--- src/rtl/instr_fetch_issue.sv ---
// Fetch/decode/issue sequencer: FETCH -> WAIT(RAM_LAT) -> DECODE -> ISSUE, period RAM_LAT+3 cycles.
// ISSUE holds all issue fields stable until i_issue_ready; branch and halt are consumed locally.
module instr_fetch_issue #(
    parameter int         RAM_LAT  = 1,
    parameter logic [7:0] RESET_PC = 8'h00,
    parameter logic [3:0] OPC_BR   = 4'b1100,
    parameter logic [3:0] OPC_HALT = 4'b1111
) (
    input  logic        i_clk,
    input  logic        i_reset,
    output logic        o_fetch_req,
    output logic [15:0] o_fetch_addr,
    input  logic [31:0] i_instr_in,
    output logic [3:0]  o_rs1_addr,
    output logic [3:0]  o_rs2_addr,
    input  logic [31:0] i_rs1_data,
    input  logic [31:0] i_rs2_data,
    output logic        o_issue_valid,
    input  logic        i_issue_ready,
    output logic [3:0]  o_opcode,
    output logic [3:0]  o_rd,
    output logic [31:0] o_src1,
    output logic [31:0] o_src2,
    output logic [7:0]  o_pc_out,
    output logic        o_halted
);

    typedef enum logic [2:0] {S_FETCH, S_WAIT, S_DECODE, S_ISSUE, S_HALT} state_t;

    localparam logic [3:0] LAT_M1 = 4'(RAM_LAT - 1);

    state_t      r_state, w_next;
    logic [7:0]  r_pc, w_pc_next;
    logic [31:0] r_ir, r_src1, r_src2;
    logic [3:0]  r_wait_cnt, w_wait_next;
    logic        r_fetch_req;
    logic        w_ir_load, w_src_load;
    logic        w_unused_imm_hi;

    assign w_unused_imm_hi = ^r_ir[15:8];

    // The strobe is a register, so the first cycle after reset sits in FETCH with
    // no strobe; FETCH only advances once the strobe has actually been driven.
    always_comb begin
        w_next      = r_state;
        w_pc_next   = r_pc;
        w_wait_next = r_wait_cnt;
        w_ir_load   = 1'b0;
        w_src_load  = 1'b0;
        case (r_state)
            S_FETCH: begin
                if (r_fetch_req) begin
                    w_wait_next = LAT_M1;
                    w_next      = S_WAIT;
                end
            end
            S_WAIT: begin
                if (r_wait_cnt == 4'd0) begin
                    w_ir_load = 1'b1;
                    w_next    = S_DECODE;
                end else begin
                    w_wait_next = r_wait_cnt - 4'd1;
                end
            end
            S_DECODE: begin
                w_src_load = 1'b1;
                if (r_ir[31:28] == OPC_HALT) begin
                    w_next = S_HALT;
                end else if (r_ir[31:28] == OPC_BR) begin
                    w_pc_next = r_ir[7:0];
                    w_next    = S_FETCH;
                end else begin
                    w_next = S_ISSUE;
                end
            end
            S_ISSUE: begin
                if (i_issue_ready) begin
                    w_pc_next = r_pc + 8'd1;
                    w_next    = S_FETCH;
                end
            end
            S_HALT:  w_next = S_HALT;
            default: w_next = S_FETCH;
        endcase
    end

    always_ff @(posedge i_clk) begin
        if (i_reset) begin
            r_state     <= S_FETCH;
            r_pc        <= RESET_PC;
            r_ir        <= 32'd0;
            r_src1      <= 32'd0;
            r_src2      <= 32'd0;
            r_wait_cnt  <= 4'd0;
            r_fetch_req <= 1'b0;
        end else begin
            r_state     <= w_next;
            r_pc        <= w_pc_next;
            r_wait_cnt  <= w_wait_next;
            r_fetch_req <= (w_next == S_FETCH);
            if (w_ir_load) begin
                r_ir <= i_instr_in;
            end
            if (w_src_load) begin
                r_src1 <= i_rs1_data;
                r_src2 <= i_rs2_data;
            end
        end
    end

    assign o_fetch_req   = r_fetch_req;
    assign o_fetch_addr  = {8'h00, r_pc};
    assign o_rs1_addr    = r_ir[23:20];
    assign o_rs2_addr    = r_ir[19:16];
    assign o_issue_valid = (r_state == S_ISSUE);
    assign o_opcode      = r_ir[31:28];
    assign o_rd          = r_ir[27:24];
    assign o_src1        = r_src1;
    assign o_src2        = r_src2;
    assign o_pc_out      = o_issue_valid ? r_pc : 8'h00;
    assign o_halted      = (r_state == S_HALT);

endmodule

--- config.mk ---
export PLATFORM = sky130hd
export DESIGN_NAME = instr_fetch_issue
export DESIGN_NICKNAME = d
export VERILOG_FILES = /design/src/rtl/instr_fetch_issue.sv
export SDC_FILE = /design/constraint.sdc
export NUM_CORES = 1
export LEC_CHECK = 0
export CORE_ASPECT_RATIO = 0.7
export CORE_MARGIN = 3
export CORE_UTILIZATION = 43
export DETAILED_ROUTE_END_ITERATION = 16
export PLACE_DENSITY_LB_ADDON = 0.08
export SETUP_SLACK_MARGIN = 0.05
export SYNTH_ARGS = -nofsm -noshare
export SYNTH_HDL_FRONTEND = slang
export SYNTH_SLANG_ARGS = --single-unit
--- constraint.sdc ---
create_clock -name i_clk -period 4.3 [get_ports i_clk]
set_clock_uncertainty 0.1 [all_clocks]
set_input_delay 0.645 -clock i_clk [delete_from_list [all_inputs] [get_ports i_clk]]
set_output_delay 0.645 -clock i_clk [all_outputs]
set_load 0.01 [all_outputs]
[Word level (Yosys, flattened, before mapping)]
Cells that the tools add are included.
W data, S select, Z words.
Word-level totals
  flip-flop bits (word level): 112
  bits in latches: 0
  RAM bits: 0
  ROM bits: 0
  bits of input ports: 99
  output and inout port bits: 107
  logic and storage cells: 44
  memories kept: 0
Operators by class
  add/subtract/negate cells: 2
  multipliers: 0
  divide/modulo/power cells: 0
  order comparisons: 0
  equality and inequality tests: 11
  shift-type cells: 0
  mux-type cells: 17
  bitwise gates (word level): 0
  reductions and logical operators: 7
Operators by type and width (count)
  $mux W8: 4
  $pmux W8 S2: 1
  $pmux W3 S5: 1
  $mux W3: 4
  $add A8 B1 Y8 const B: 1
  $eq A4 B4 Y1 const B: 2
  $mux W4: 2
  $ne A2 B2 Y1 const B: 4
  $pmux W4 S2: 1
  $eq A3 B2 Y1 const B: 2
  $logic_not A3 Y1: 2
  $logic_not A4 Y1: 1
  $reduce_and A4 Y1: 1
  $reduce_bool A2 Y1: 2
  $sub A4 B1 Y4 const B: 1
  $eq A3 B1 Y1 const B: 1
  $eq A3 B3 Y1 const B: 1
  $mux W1: 3
  $reduce_and A3 Y1: 1
  $mux W2: 1
  $ne A2 B1 Y1 const B: 1

[Depth between registers and ports, before layout]
Gate-level depths: netlist (run 1).
  word-level depth: 5
  gate-level depth with buffers: 7
  gate-level depth less buffers: 6

[Worst setup path before layout (run 1)]
Ideal clock, no wire load.
  path type: flip-flop to flip-flop
  start point: reg r_state[1]
  end point: reg r_pc[7]
  library setup time: 0.074 ns
  arrival: 1.836 ns
  required time: 4.126 ns
  slack: 2.290 ns
  cell stages (with the launch flop): 7
  buffers on the path: 2
  clock period less this slack: 2.010 ns
  cells stage by stage: dfxtp_1 -> buf_4 -> or3b_1 -> buf_2 -> o41a_4 -> or3_1 -> a31oi_1
On the way
  longest elaborated chain between the ends: 3
  elaborated cells on any way between the ends: 8
  classes of those cells: 5 x eq/ne; 1 x mux; 2 x reduce/logical
Ends and longest elaborated chain
  start: declaration: RTL line 32  | state_t r_state, w_next;
  start signal: assignment: RTL line 97  | r_state <= w_next;
  $eq A3 B2 Y1: RTL line 50  | case (r_state)
  $ne A2 B2 Y1 (no source line), or another cell as far along
  $reduce_and A4 Y1 (no source line)
  end signal: assignment: RTL line 98  | r_pc <= w_pc_next;
  end: declaration: RTL line 33  | logic [7:0] r_pc, w_pc_next;
Several ways; a longest one is shown, not always the timed one.
A chain may end at the register's enable or synchronous reset.

[Worst setup path in the final report (run 1)]
  start point: reg r_state[0]
  end point: out o_pc_out[6]
On the way
  longest elaborated chain between the ends: 2
Ends and longest elaborated chain
  $eq A3 B2 Y1: RTL line 115  | assign o_issue_valid = (r_state == S_ISSUE);
  $mux W8: RTL line 120  | assign o_pc_out = o_issue_valid ? r_pc : 8'h00;
  end: declaration: RTL line 24  | output logic [7:0] o_pc_out,
No other way between the ends.

==> flow_summary.toml, run 1 <==
[route]
drcViolationCount = 0
first_pass_iters = 4
drt-initial-drc-count = 225
wl_um = 11300
wl_per_cell_um = 14.0
dr_total_vias = 3912
vias_per_cell = 4.85
postRouteAntennaNets = 0

[layout]
final_nets = 779
drive_above_1_share = 0.0366
n_antenna_cell = 0
syn2layout_area_growth_pct = 50.0

[grt]
grt_max_degree = 105
grt_pass1_vias = 3565
grt.overflow.total = 0
grt_usage = 0.203
antenna_found_initial = 0
grt_pass1_wl_um = 17500

[worst_setup_path]
cp_top_family = "buffers and inverters"
required_ns = 3.56
crit_arrival_ns = 2.11
worst-path-buf-inv = 3
path_cells = "nand3b_1 > buf_4 > inv_1 > and2_1 > clkdlybuf4s50_1"
cpMaxStageDelayCell = "clkdlybuf4s50_1"
worstPathMaxFanout = 17
startpoint_type = "flop"
crit_path_end_kind = "output pin"
criticalPathCategory = "reg -> out"
max_stage_delay_ns = 0.55

[die]
start_util = 0.450
die-area_um2 = 10900
die_w_um = 123
io_pins = 206
die_y_um = 88.1
coreArea_um2 = 9220
rows = 29

[timing]
hold_ws_ns = 0.352
tightestPinTransition_ns = 1.06
finalWorstSetupSlack_ns = 1.45
fin_setup_tns_ns = 0
fin_crit_sh = 0.663
hold_viol_final = 0
slew_viol_final = 0
rsz0062_at_grt = "false"
setup_violations = 0
relSlewSlack = 0.291
max_freq_ghz = 0.351
period_needed_ns = 2.85

[yosys]
synth_area_um2 = 4140
ys_seq_elements = 104
synth_top_area_cell = "dfxtp_1"
yosysTopAreaCellShare = 0.502
synth_cell_types = 38
avgSynthCellArea_um2 = 7.86
yosysSeqAreaShare = 0.502
yosysWarnings = 0
netlist_instances = 527
synth_top_cells_by_area = "dfxtp_1, nand2_1, a21oi_1"

[clock_network]
cts_made_buffers = 9
cts_num_sinks = 104
postCtsHoldBufs = 0
cts_setup_buffers = 0
clk_pin_slew_ns = 0.06
ctsLongestPathBuffers = 2
h-tree-depth = 3
cts-root-buf = "clkbuf_16"
cts_tree = "built"
worstSkewPairLatency_ns = 0.34
cts_resized = 0

[run]
cap_violations = 0

[pwr]
p_leak_uw = 0.00215
ir_drop_uv = 349
p_per_area_nw_per_um2 = 490
power.total_uw = 3040

[hold_path]
min_path_type = "reg -> reg"

[run_status]
status = "finished clean"

[placement]
dp_hpwl_um = 7860
portBuffers = 189
gp_congestion = 0.824
pre_cts_slack_ns = 1.67
-- registers in the layout, summed over array words and instances, names as in the netlist --
register,cells
o_fetch_req,1
r_pc,8
r_wait_cnt,4
o_src1,32
o_src2,32
r_state,3
r_ir,24
-- worst paths after layout --
path                            slack [ns]        from          end  cells after the start
worst min-delay path                  0.35   o_src1[2]    o_src1[2]                      2
worst min register to register        0.35   o_src1[2]    o_src1[2]                      2
worst max-delay path                  1.45  r_state[0]  o_pc_out[6]                      5
worst max register to register        1.67  r_state[0]     r_ir[17]                      4
-- where the power goes --
group | internal [µW] | switching, µW
Sequential | 1140 | 110
Clock | 481 | 333
Combinational | 469 | 512
Total | 2090 | 955
-- through the flow --
step,utilization,instance area (µm²),instances
2_1_floorplan,-,4170,534
3_3_place_gp,0.642,5920,791
3_5_place_dp,0.642,5920,791
4_1_cts,0.674,6220,807
5_1_grt,0.674,6220,807
6_report,0.674,6220,807
-- layout by cell type, fill, tap and decap left out, types with 7 or more instances in the layout --
master	Yosys	layout
clkdlybuf4s50_1	0	188
nand2_1	182	182
dfxtp_1	104	104
nor2_1	13	13
conb_1	1	8
nand3_1	8	8
o21ai_0	7	7
clkbuf_16	0	9
a21oi_1	98	98
and2_1	11	11
-- cell type report --
class / instances / area (µm²)
multi-input cells: 367 / 1750
flip-flops and latches: 104 / 2080
clock inverters: 3 / 40.0
clock buffers: 13 / 260
well taps: 124 / 155
fillers: 784 / 3000
inverters: 4 / 15.0
repair buffers: 192 / 1910
-- Yosys cell counts (all sizes together) --
cell type  number
mux2            1
nor3            4
nand4b          2
a32o            1
inv             4
nand4           1
and4b           2
dfxtp         104
or4b            1
nor4b           1
o41ai           1
nor2           13
a311oi          1
o21ai           7
nand2         182
buf            36
a22oi           2
nor3b           5
or3b            2
and2           11
and4            1
conb            1
a31oi           4
nand3           8
xor2            1
clkbuf         23
ha              2
o41a            1
and3            2
mux2i           1
nand3b          1
xnor2           1
or3             2
a21oi          98
-- tightest hold or removal path: cells and delay by family, from the launching register on --
kind	cells	cell delay, ns
flip-flops	1	0.31
AND/OR/NAND/NOR	1	0.05
AO/OA/AOI/OAI	1	0.05
-- cell families (layout without fill, tap and decap cells) --
group | after synthesis | in the layout | synth area share
buffers and inverters | 63 | 212 | 0.0824
other | 1 | 8 | 0.000905
XOR/XNOR | 2 | 2 | 0.00423
flip-flops | 104 | 104 | 0.502
multiplexers | 2 | 2 | 0.00513
adder cells (fa/ha/maj) | 2 | 2 | 0.00604
AND/OR/NAND/NOR | 238 | 238 | 0.246
AO/OA/AOI/OAI | 115 | 115 | 0.153
-- metal layers --
| metal | part of all wire | global-route usage | vias to the layer above |
|---|---|---|---|
| met2 | 0.47 | 0.327 | 133 |
| met1 | 0.42 | 0.249 | 1760 |
| met4 | 0.021 | 0.0784 | 0 |
| li1 | - | - | 2003 |
| met5 | 0 | 0 | - |
| met3 | 0.088 | 0.0736 | 16 |
No activity file was read; power rests on OpenSTA's default activity.
==> run 2, diff against run 1 <==
- CORE_UTILIZATION: 43 -> 36
- clock period: 4.3 -> 2.4 ns (I/O delays scaled with it)
==> flow_summary.toml, run 2 (synthesized netlist as in run 1, its figures left out) <==
[die]
rows = 32
die_w_um = 134
io_pins = 206
coreArea_um2 = 11100
start_util = 0.372
die_y_um = 95.8
die-area_um2 = 12900

[route]
wl_per_cell_um = 14.0
first_pass_iters = 4
wl_um = 11800
postRouteAntennaNets = 0
vias_per_cell = 4.76
drcViolationCount = 0
dr_total_vias = 4023
drt-initial-drc-count = 230

[timing]
slew_viol_final = 0
period_needed_ns = 2.31
hold_ws_ns = 0.355
setup_violations = 0
relSlewSlack = 0.533
finalWorstSetupSlack_ns = 0.0925
tightestPinTransition_ns = 0.701
fin_crit_sh = 0.961
fin_setup_tns_ns = 0
max_freq_ghz = 0.433
rsz0062_at_grt = "true"
hold_viol_final = 0

[pwr]
p_leak_uw = 0.00227
p_clk_frac = 0.255
power_switching_uw = 1800
ir_drop_uv = 443
power_frac_comb = 0.345
swShare = 0.326
p_seq_frac = 0.400
p_per_area_nw_per_um2 = 870
p_int_uw = 3730

[clock_network]
cts_num_sinks = 104
ctsLongestPathBuffers = 2
h-tree-depth = 3
cts-root-buf = "clkbuf_16"
cts_made_buffers = 9
cts_tree = "built"
worstSkewPairLatency_ns = 0.35
clk_pin_slew_ns = 0.07

[worst_setup_path]
reg2regPathDepth = 4
path_cells = "buf_4 > nand3b_1 > buf_4 > nor2_1 > clkdlybuf4s50_1"
cpMaxStageDelayCell = "clkdlybuf4s50_1"
crit_arrival_ns = 1.85
max_stage_delay_ns = 0.56
startpoint_type = "flop"
worstPathMaxFanout = 8
criticalPathCategory = "reg -> out"
crit_cells = 5
crit_path_start = "r_state[1]"
crit_top_cell = "buf_4"
cp_top_family = "buffers and inverters"
worst-path-buf-inv = 3
r2r_start = "r_state[2]"
crit_path_end_kind = "output pin"
required_ns = 1.94
r2r_slack_ns = 0.28

[grt]
grt_usage = 0.179
grt_max_degree = 67
antenna_found_initial = 0
grt_pass1_wl_um = 18400
grt_pass1_vias = 3670
grt.overflow.total = 0

[placement]
dp_hpwl_um = 8240
portBuffers = 189
gp_congestion = 0.776
pre_cts_slack_ns = 0.260
dp_cells = 826

[layout]
stdcell_count = 846
syn2layout_area_growth_pct = 53.5
final_cell_mix = "clkdlybuf4s50_1, nand2_1, dfxtp_1, a21oi_1, nor2_1"
fin_util = 0.571
regArea_um2 = 2080
final_nets = 789
multi_input_area_um2 = 1750
drive_above_1_share = 0.0548
n_antenna_cell = 0
layout_commonest_cell = "clkdlybuf4s50_1"
fillers = 1051

[hold_path]
hold_depth = 2
hold_start = "o_src1[11]"
min_path_type = "reg -> reg"

[run]
cap_violations = 0

[run_status]
status = "finished clean"
## run 2: cell count changes in the layout (fill, tap and decap cells not counted), sizes merged
cell and delta:
bufinv -1, buf +10, clkinvlp +2, clkdlybuf4s50 -4
dlymetal6s2s +4, clkbuf -1
## run 2: power by group through the flow
stage	Combinational (µW)	Sequential, µW	Clock, µW
3_3_place_gp	1890	2240	0
3_5_place_dp	1910	2250	0
6_report	1910	2210	1410
4_1_cts	1920	2220	1470
2_1_floorplan	949	2330	0
5_1_grt	2090	2250	1520
## run 2: cell type report
class	count	area share
sequential	104	0.327
timing repair buffer	202	0.320
multi-input combinational	367	0.275
clock buffer	12	0.0403
tap	153	0.0301
clock inverter	4	0.00452
inverter	4	0.00236
## run 2: worst min-delay path, cell delays in order, from the launching register on
cell and delay, ns:
dfxtp_1 0.31, nand2_1 0.05, a21oi_1 0.05
## run 2: what timing repair did
action,CTS,global route
buffers inserted,1,3
endpoints found under the setup margin,6,6
pin swaps,0,0
resized for setup,1,5
hold buffers,0,0
## run 2: worst paths after layout
path                                     to
worst min-delay path             o_src1[11]
worst max-delay path            o_pc_out[5]
worst max register to register      r_pc[7]
worst min register to register   o_src1[11]
## run 2: metrics by stage
stage	power [µW]	area (µm²)
2_1_floorplan	3270	4170
3_3_place_gp	4120	6030
3_5_place_dp	4160	6030
4_1_cts	5610	6330
5_1_grt	5860	6360
6_report	5530	6360
## run 2: routing by layer
layer	track usage	up-vias	share of wire	wire length (µm)
li1	-	2022	-	-
met3	0.0632	12	0.083	981
met2	0.281	128	0.46	5410
met4	0.0542	0	0.014	166
met1	0.234	1861	0.45	5280
met5	0	-	0	0
